### src/rtl/mc_boot_seq.sv
`default_nettype none
// ============================================================================
// Module      : mc_boot_seq
// Description : Open-loop BLDC start-up sequencer. Walks the boot command RAM,
//               applying each entry's phase/PWM for delay x prediv HCLK
//               cycles, and pulses done at the end-of-table sentinel or when
//               the last RAM entry has been applied.
// Revision    : 1.0 - initial release
// ============================================================================
module mc_boot_seq #(
  parameter int ADDR_W  = 10,
  parameter int DELAY_W = 14,
  parameter int PWM_W   = 12
) (
  input  logic                       HCLK,
  input  logic                       HRESETn,
  input  logic                       start_i,
  input  logic                       abort_i,
  input  logic [11:0]                prediv_i,
  output logic [ADDR_W-1:0]          cmd_addr_o,
  input  logic [DELAY_W+3+PWM_W-1:0] cmd_data_i,
  output logic [2:0]                 phase_o,
  output logic [PWM_W-1:0]           pwm_o,
  output logic                       drive_en_o,
  output logic                       busy_o,
  output logic                       done_o,
  output logic                       aborted_o,
  output logic [ADDR_W-1:0]          step_idx_o
);

  localparam int c_DATA_W = DELAY_W + 3 + PWM_W;

  typedef enum logic [2:0] {
    S_IDLE  = 3'd0,
    S_FETCH = 3'd1,
    S_LATCH = 3'd2,
    S_RUN   = 3'd3,
    S_DONE  = 3'd4
  } state_t;

  state_t               state_q;
  logic [ADDR_W-1:0]    addr_q;
  logic [ADDR_W-1:0]    step_idx_q;
  logic [2:0]           phase_q;
  logic [PWM_W-1:0]     pwm_q;
  logic                 drive_en_q;
  logic                 busy_q;
  logic                 done_q;
  logic                 aborted_q;
  logic [DELAY_W-1:0]   dcnt_q;
  logic [11:0]          presc_q;
  logic [11:0]          div_q;

  // Field decode of the BRAM word: {delay, phase, pwm}
  logic [DELAY_W-1:0]   w_delay;
  logic [2:0]           w_phase;
  logic [PWM_W-1:0]     w_pwm;
  logic [11:0]          w_div;
  logic                 w_tick;
  logic                 w_last_addr;
  logic                 w_last_tick;

  assign w_delay     = cmd_data_i[c_DATA_W-1 -: DELAY_W];
  assign w_phase     = cmd_data_i[PWM_W+2:PWM_W];
  assign w_pwm       = cmd_data_i[PWM_W-1:0];
  // A divider of zero behaves as one so the prescaler always ticks
  assign w_div       = (prediv_i == 12'd0) ? 12'd1 : prediv_i;
  // div_q holds the divider captured at the last wrap, so a live change of
  // prediv only alters the period from the next wrap onwards
  assign w_tick      = (presc_q == (div_q - 12'd1));
  assign w_last_addr = &addr_q;
  assign w_last_tick = w_tick && (dcnt_q == DELAY_W'(1));

  // Sequencer FSM with all outputs registered alongside the state
  always_ff @(posedge HCLK or negedge HRESETn) begin
    if (!HRESETn) begin
      state_q    <= S_IDLE;
      addr_q     <= '0;
      step_idx_q <= '0;
      phase_q    <= '0;
      pwm_q      <= '0;
      drive_en_q <= 1'b0;
      busy_q     <= 1'b0;
      done_q     <= 1'b0;
      aborted_q  <= 1'b0;
      dcnt_q     <= '0;
      presc_q    <= '0;
      div_q      <= '0;
    end else begin
      done_q    <= 1'b0;
      aborted_q <= 1'b0;
      if (abort_i && (state_q == S_FETCH || state_q == S_LATCH || state_q == S_RUN)) begin
        // Abort drops the motor drive at once and clears the duty
        state_q    <= S_IDLE;
        busy_q     <= 1'b0;
        drive_en_q <= 1'b0;
        aborted_q  <= 1'b1;
        phase_q    <= '0;
        pwm_q      <= '0;
      end else begin
        case (state_q)
          S_IDLE: begin
            if (start_i && !abort_i) begin
              addr_q  <= '0;
              busy_q  <= 1'b1;
              state_q <= S_FETCH;
            end
          end
          S_FETCH: begin
            // BRAM read latency of one cycle
            state_q <= S_LATCH;
          end
          S_LATCH: begin
            if (w_delay == '0) begin
              // End-of-table sentinel; last phase/pwm stay on the outputs
              state_q    <= S_DONE;
              done_q     <= 1'b1;
              drive_en_q <= 1'b0;
            end else begin
              phase_q    <= w_phase;
              pwm_q      <= w_pwm;
              step_idx_q <= addr_q;
              dcnt_q     <= w_delay;
              presc_q    <= '0;
              div_q      <= w_div;
              drive_en_q <= 1'b1;
              state_q    <= S_RUN;
            end
          end
          S_RUN: begin
            if (w_tick) begin
              presc_q <= '0;
              div_q   <= w_div;
              dcnt_q  <= dcnt_q - DELAY_W'(1);
            end else begin
              presc_q <= presc_q + 12'd1;
            end
            if (w_last_tick) begin
              if (w_last_addr) begin
                // Table exhausted: no address wrap, finish here
                state_q    <= S_DONE;
                done_q     <= 1'b1;
                drive_en_q <= 1'b0;
              end else begin
                addr_q  <= addr_q + ADDR_W'(1);
                state_q <= S_FETCH;
              end
            end
          end
          S_DONE: begin
            state_q <= S_IDLE;
            busy_q  <= 1'b0;
          end
          default: begin
            state_q    <= S_IDLE;
            busy_q     <= 1'b0;
            drive_en_q <= 1'b0;
          end
        endcase
      end
    end
  end

  assign cmd_addr_o = addr_q;
  assign phase_o    = phase_q;
  assign pwm_o      = pwm_q;
  assign drive_en_o = drive_en_q;
  assign busy_o     = busy_q;
  assign done_o     = done_q;
  assign aborted_o  = aborted_q;
  assign step_idx_o = step_idx_q;

endmodule
`default_nettype wire
### config.mk
export PLATFORM = sky130hd
export DESIGN_NAME = mc_boot_seq
export DESIGN_NICKNAME = d
export VERILOG_FILES = /design/src/rtl/mc_boot_seq.sv
export SDC_FILE = /design/constraint.sdc
export NUM_CORES = 1
export LEC_CHECK = 0
export ABC_AREA = 0
export CORE_MARGIN = 1.5
export CORE_UTILIZATION = 55
export DETAILED_ROUTE_END_ITERATION = 7
export PLACE_DENSITY = 0.83
export SLEW_MARGIN = 40
export SYNTH_ARGS = -nofsm -noshare
export SYNTH_HDL_FRONTEND = slang
export SYNTH_SLANG_ARGS = --single-unit
### constraint.sdc
create_clock -name HCLK -period 7.8 [get_ports HCLK]
set_input_delay 2.34 -clock HCLK [delete_from_list [all_inputs] [get_ports HCLK]]
set_output_delay 2.34 -clock HCLK [all_outputs]
set_load 0.01 [all_outputs]
== Word level (Yosys, flattened, before mapping) ==
Cells that the tools add are included.
Storage, ports and cells
  register bits: 80
  input bits: 45
  output and inout port bits: 39
  logic and storage cells: 98
Cells by class
  $add $sub $neg: 4
  equal/unequal tests: 17
  multiplexer cells: 40
  bitwise logic cells: 2
  reductions and logical operators: 23
Operators by type and width (count)
  two-way mux 12 bit: 8
  case mux 12 bit (2 select lines): 2
  two-way mux 10 bit: 3
  two-way mux 14 bit: 2
  case mux 14 bit (2 select lines): 1
  two-way mux 3 bit: 8
  case mux 10 bit (2 select lines): 1
  equality test 14 x 1 -> 1 bit (second input constant): 1
  zero test 14 bit: 1
  subtractor 14 x 1 -> 14 bit (second input constant): 1
  adder 12 x 1 -> 12 bit (second input constant): 1
  equality test 12 bit: 1
  zero test 12 bit: 1
  != test 2 bit (second input constant): 6
  case mux 3 bit (4 select lines): 1
  subtractor 12 x 1 -> 12 bit (second input constant): 1
  two-way mux 1 bit: 11
  adder 10 x 1 -> 10 bit (second input constant): 1
  AND reduction 10 bit: 1
  AND reduction 3 bit: 3
  equality test 3 x 2 -> 1 bit (second input constant): 2
  != test 3 x 2 -> 1 bit (second input constant): 2
  AND reduction 2 bit: 3
  nonzero test 2 bit: 3
  other kinds (14): 21

== Longest topological paths before layout ==
  word-level depth: 6
  depth in mapped cells: 11
  depth with buffers taken out: 9

== Worst setup path after synthesis ==
OpenSTA, ideal clock, no wires.
  path type: input-to-reg
  from: input cmd_data_i[25]
  to: register dcnt_q[10]
  library setup time: 0.124 ns
  arrival time: 3.918 ns
  data required time: 7.676 ns
  slack: 3.758 ns
  stages on the path: 7
  path buffers: 1
  cell sequence: nor4_1 > nand4_1 > or2_2 > nand3_1 > clkbuf_1 > nor2_1 > a211o_1
Between the ends
  cells in the longest elaborated chain, start to end: 3
  elaborated cells between the ends (all ways): 5
  classes of those cells: eq/ne: 1; mux: 2; reduce/logical: 2
RTL lines
  start: declaration: RTL line 21  | input logic [DELAY_W+3+PWM_W-1:0] cmd_data_i,
  zero test 14 bit: RTL line 114  | if (w_delay == '0) begin
  != test 2 bit (no source line)
  AND reduction 4 bit (no source line)
  end signal: assignment: RTL line 123  | dcnt_q <= w_delay;
  end signal: assignment: RTL line 134  | dcnt_q <= dcnt_q - DELAY_W'(1);
  end: declaration: RTL line 50  | logic [DELAY_W-1:0] dcnt_q;
Parallel ways exist; a longest one is shown, timed or not. The select of a mux whose other input is x is not followed.
A chain may end at the register's enable or synchronous reset.

== Worst setup path after layout ==
  from: input cmd_data_i[23]
  to: register div_q[7]
Between the ends
  cells in the longest elaborated chain, start to end: 3
RTL lines
  zero test 14 bit: RTL line 114
  != test 2 bit (no source line)
  AND reduction 4 bit (no source line)
  end signal: assignment: RTL line 125  | div_q <= w_div;
  end signal: assignment: RTL line 133  | div_q <= w_div;
  end: declaration: RTL line 52  | logic [11:0] div_q;
Every way passes these cells.

==> results.yml <==
critical_path:
  crit_buf_inv: 2
  crit_family: "simple AND/OR/NAND/NOR gates"
  cp_max_fo: 23
  slowest_delay_ns: 0.50
  cp_cell_sequence: "clkdlybuf4s50_1 -> nor4_1 -> nand4_1 -> o211a_1 -> nand2_2 -> o21ai_1 -> buf_4 -> mux2_1"
  path_class: "in2reg"
  critPathLaunchType: "input pin"
  worst_setup_path_end_kind: "register"
  arrival_ns: 5.13
  required_ns: 8.04
  crit_path_top_delay_cell: "nand2_2"
cells_and_area:
  final_nets: 562
  diodes: 0
  areaGrowthSynthToFinish_pct: 25.28
  fillers: 566
  layout-drive-gt1-share_pct: 8.124
  final_util_pct: 72.40
  fin_area_um2: 5364
logic_synthesis:
  yosysWarningCount: 0
  synthTopCellsByArea: "dfrtp_1 (47%), mux2i_1 (3.7%), nor2_1 (3.5%), nand2_1 (3.0%), mux2_2 (2.6%)"
  ys_seq_area_share_pct: 46.76
  ys.flop_type: "dfrtp_1"
  syn_nets: 487
  synthDistinctLibCells: 57
  yosys.area.top_type: "dfrtp_1"
  synthTopCellsByCount: "dfrtp_1 (80), nor2_1 (40), nand2_1 (34)"
  avgSynthCellArea_um2: 9.798
  syn_inst: 437
  synth-edff-count: 0
  synth_most_common_cell: "dfrtp_1"
  async_flop_share_pct: 100.0
  syn_area_um2: 4282
  yosysTopAreaCellShare_pct: 46.76
  ys_ff_latch: 80
routing:
  drt_iter0_drc: 346
  drt_pass1_iterations: 5
  met3WireLength_um: 619
  final_antenna_net_count: 0
  top_layer_used: "met4"
  drc: 0
  viasPerCell: 6.292
  m1WireLength_mm: 4.285
  wirelength_mm: 10.53
  vias: 3876
  met2_wirelength_mm: 5.311
  wl_per_cell_um: 17.10
timing:
  rsz0062_at_grt: "false"
  period_minus_slack_ns: 4.887
  fin_tns_setup_ns: 0
  min_period_over_period_pct: 62.65
  setup_viol: 0
  fmax_mhz: 204.6
  finalMaxSlewViolations: 0
  max_slew_margin_pct: 46.78
  final-hold-violation-count: 0
  tightestPinTransition_ns: 0.7910
  skew_ns: 0.01241
cts:
  htree_levels: 3
  cts_tree: "done"
  numCtsBuffers: 9
  clk_latency_ns: 0.36
  cts.sinks: 80
  holdBufCountCts: 0
  ctsRootBufferMaster: "clkbuf_8"
  cts.repair.resized: 0
  cts.clk_slew.worst_paths_ns: 0.08
  cts_setup_buffers: 0
  clock_path_buffers: 2
die:
  die_h_um: 91.23
  rows: 31
  coreArea_um2: 7408
  initial_utilization_pct: 57.79
  chipWidth_um: 91.23
  dieArea_um2: 8323
  ios: 84
place:
  gp_congestion: 0.9128
  portBuffers: 83
  place_area_um2: 5175
  dpl.hpwl_mm: 7.307
hold_path:
  hold_class: "reg2reg"
run_status:
  status: "finished clean"
power:
  p_sw_w: 0.0003963
  max-vdd-ir-drop_uv: 149.6
  clkPwrFrac_pct: 25.1
  power.density_nw_per_um2: 222.0
  p_comb_share_pct: 27.7
  fin_total_pwr_w: 0.001191
  pwr-share-seq_pct: 47.2
  internal_power_w: 0.0007945
  p_sw_share_pct: 33.28
  power_leakage_nw: 2.234
grt:
  grt.total_usage_pct: 26.06
  grt_max_degree: 81
  gr-total-overflow: 0
  antenna_found_initial: 0
  grt_pass1_vias: 3618
  grt_first_pass_wirelength_mm: 17.35
job:
  maxCapViolCount: 0
## worst min-delay path, cell delays in order (launching register included)
cell	delay [ns]
dfrtp_1	0.35
nand2_1	0.05
o21ai_0	0.07
## power by group through the flow
stage / Combinational, W / Clock, W / Sequential (W)
after floorplan: 0.000197 / 0 / 0.000555
after global placement: 0.000313 / 0 / 0.000562
after detailed placement: 0.000326 / 0 / 0.000567
final: 0.000330 / 0.000299 / 0.000562
after CTS: 0.000329 / 0.000303 / 0.000560
after global routing: 0.000362 / 0.000318 / 0.000571
## logic make-up (layout without fill, tap and decap cells)
kind of cell | after synthesis | count (layout) | share of synthesized area, %
AND/OR/NAND/NOR | 171 | 171 | 21.07
adder cells (fa/ha/maj) | 6 | 6 | 1.695
multiplexers | 35 | 35 | 8.738
buffers and inverters | 35 | 115 | 3.214
XOR/XNOR | 20 | 20 | 4.091
AO/OA/AOI/OAI | 90 | 90 | 14.44
flip-flops | 80 | 80 | 46.76
## layer usage
| layer | up-vias | GRT usage, % |
|---|---|---|
| met4 | 0 | 10.03 |
| met1 | 1889 | 33.52 |
| met3 | 37 | 4.774 |
| met5 | - | 0 |
| li1 | 1760 | - |
| met2 | 190 | 43.59 |
## cell usage in the layout (no fill, tap or decap), types with 5 or more instances in the layout
cell             synthesis  routed
or3_1                    8       8
o21ai_1                 13      13
a21oi_1                 19      19
o211ai_1                 9       9
mux2i_1                 16      16
clkinv_2                 0       5
nor4_1                  14      14
mux2_2                  10      10
xnor2_1                  9       9
nand4_1                  7       7
o21ai_0                  5       5
nor2_1                  40      40
nor2b_1                  5       5
xor2_1                  11      11
ha_1                     5       5
and3_1                   7       7
mux2_1                   9       9
o22ai_1                  6       6
nand2_1                 34      33
dfrtp_1                 80      80
or2_2                    7       7
nand3_1                 14      14
or4_1                   11      11
a22o_1                   5       5
clkbuf_8                 0       9
nor3_1                  12      12
clkdlybuf4s50_1          0      82
inv_1                   12      12
## worst paths after layout
check                               start             to  slack (ns)  depth (start not counted)
setup / recovery           cmd_data_i[23]       div_q[7]        2.91                          8
hold / removal              step_idx_o[1]  step_idx_o[1]        0.51                          2
setup reg to reg                 div_q[0]       div_q[7]        4.12                         10
hold reg to reg             step_idx_o[1]  step_idx_o[1]        0.51                          2
max in group asynchronous         HRESETn       pwm_o[5]        5.30                          1
min in group asynchronous         HRESETn  step_idx_o[7]        2.01                          1
## sequential cells by signal, indices dropped and copies added, names as in the netlist
name,count
drive_en_o,1
state_q,3
done_o,1
dcnt_q,14
aborted_o,1
presc_q,12
pwm_o,12
step_idx_o,10
div_q,12
busy_o,1
phase_o,3
cmd_addr_o,10
## per-stage QoR
step	cells	setup WS, ns	hold slack [ns]
4_1_cts	616	2.731	0.5121
2_1_floorplan	437	3.758	0.4782
3_3_place_gp	600	2.395	0.4648
3_5_place_dp	600	2.359	0.4938
6_report	616	2.913	0.5074
5_1_grt	616	2.789	0.5288
## cell type report
class / instances / area (µm²) / area share, %
multi-input cells: 322 / 2145 / 39.98
clock buffers: 9 / 123.9 / 2.309
flip-flops and latches: 80 / 2002 / 37.32
well taps: 99 / 123.9 / 2.309
repair buffers: 87 / 862.1 / 16.07
clock inverters: 7 / 62.56 / 1.166
inverters: 12 / 45.04 / 0.8397
Note: power is estimated with default switching activity, not from simulation.
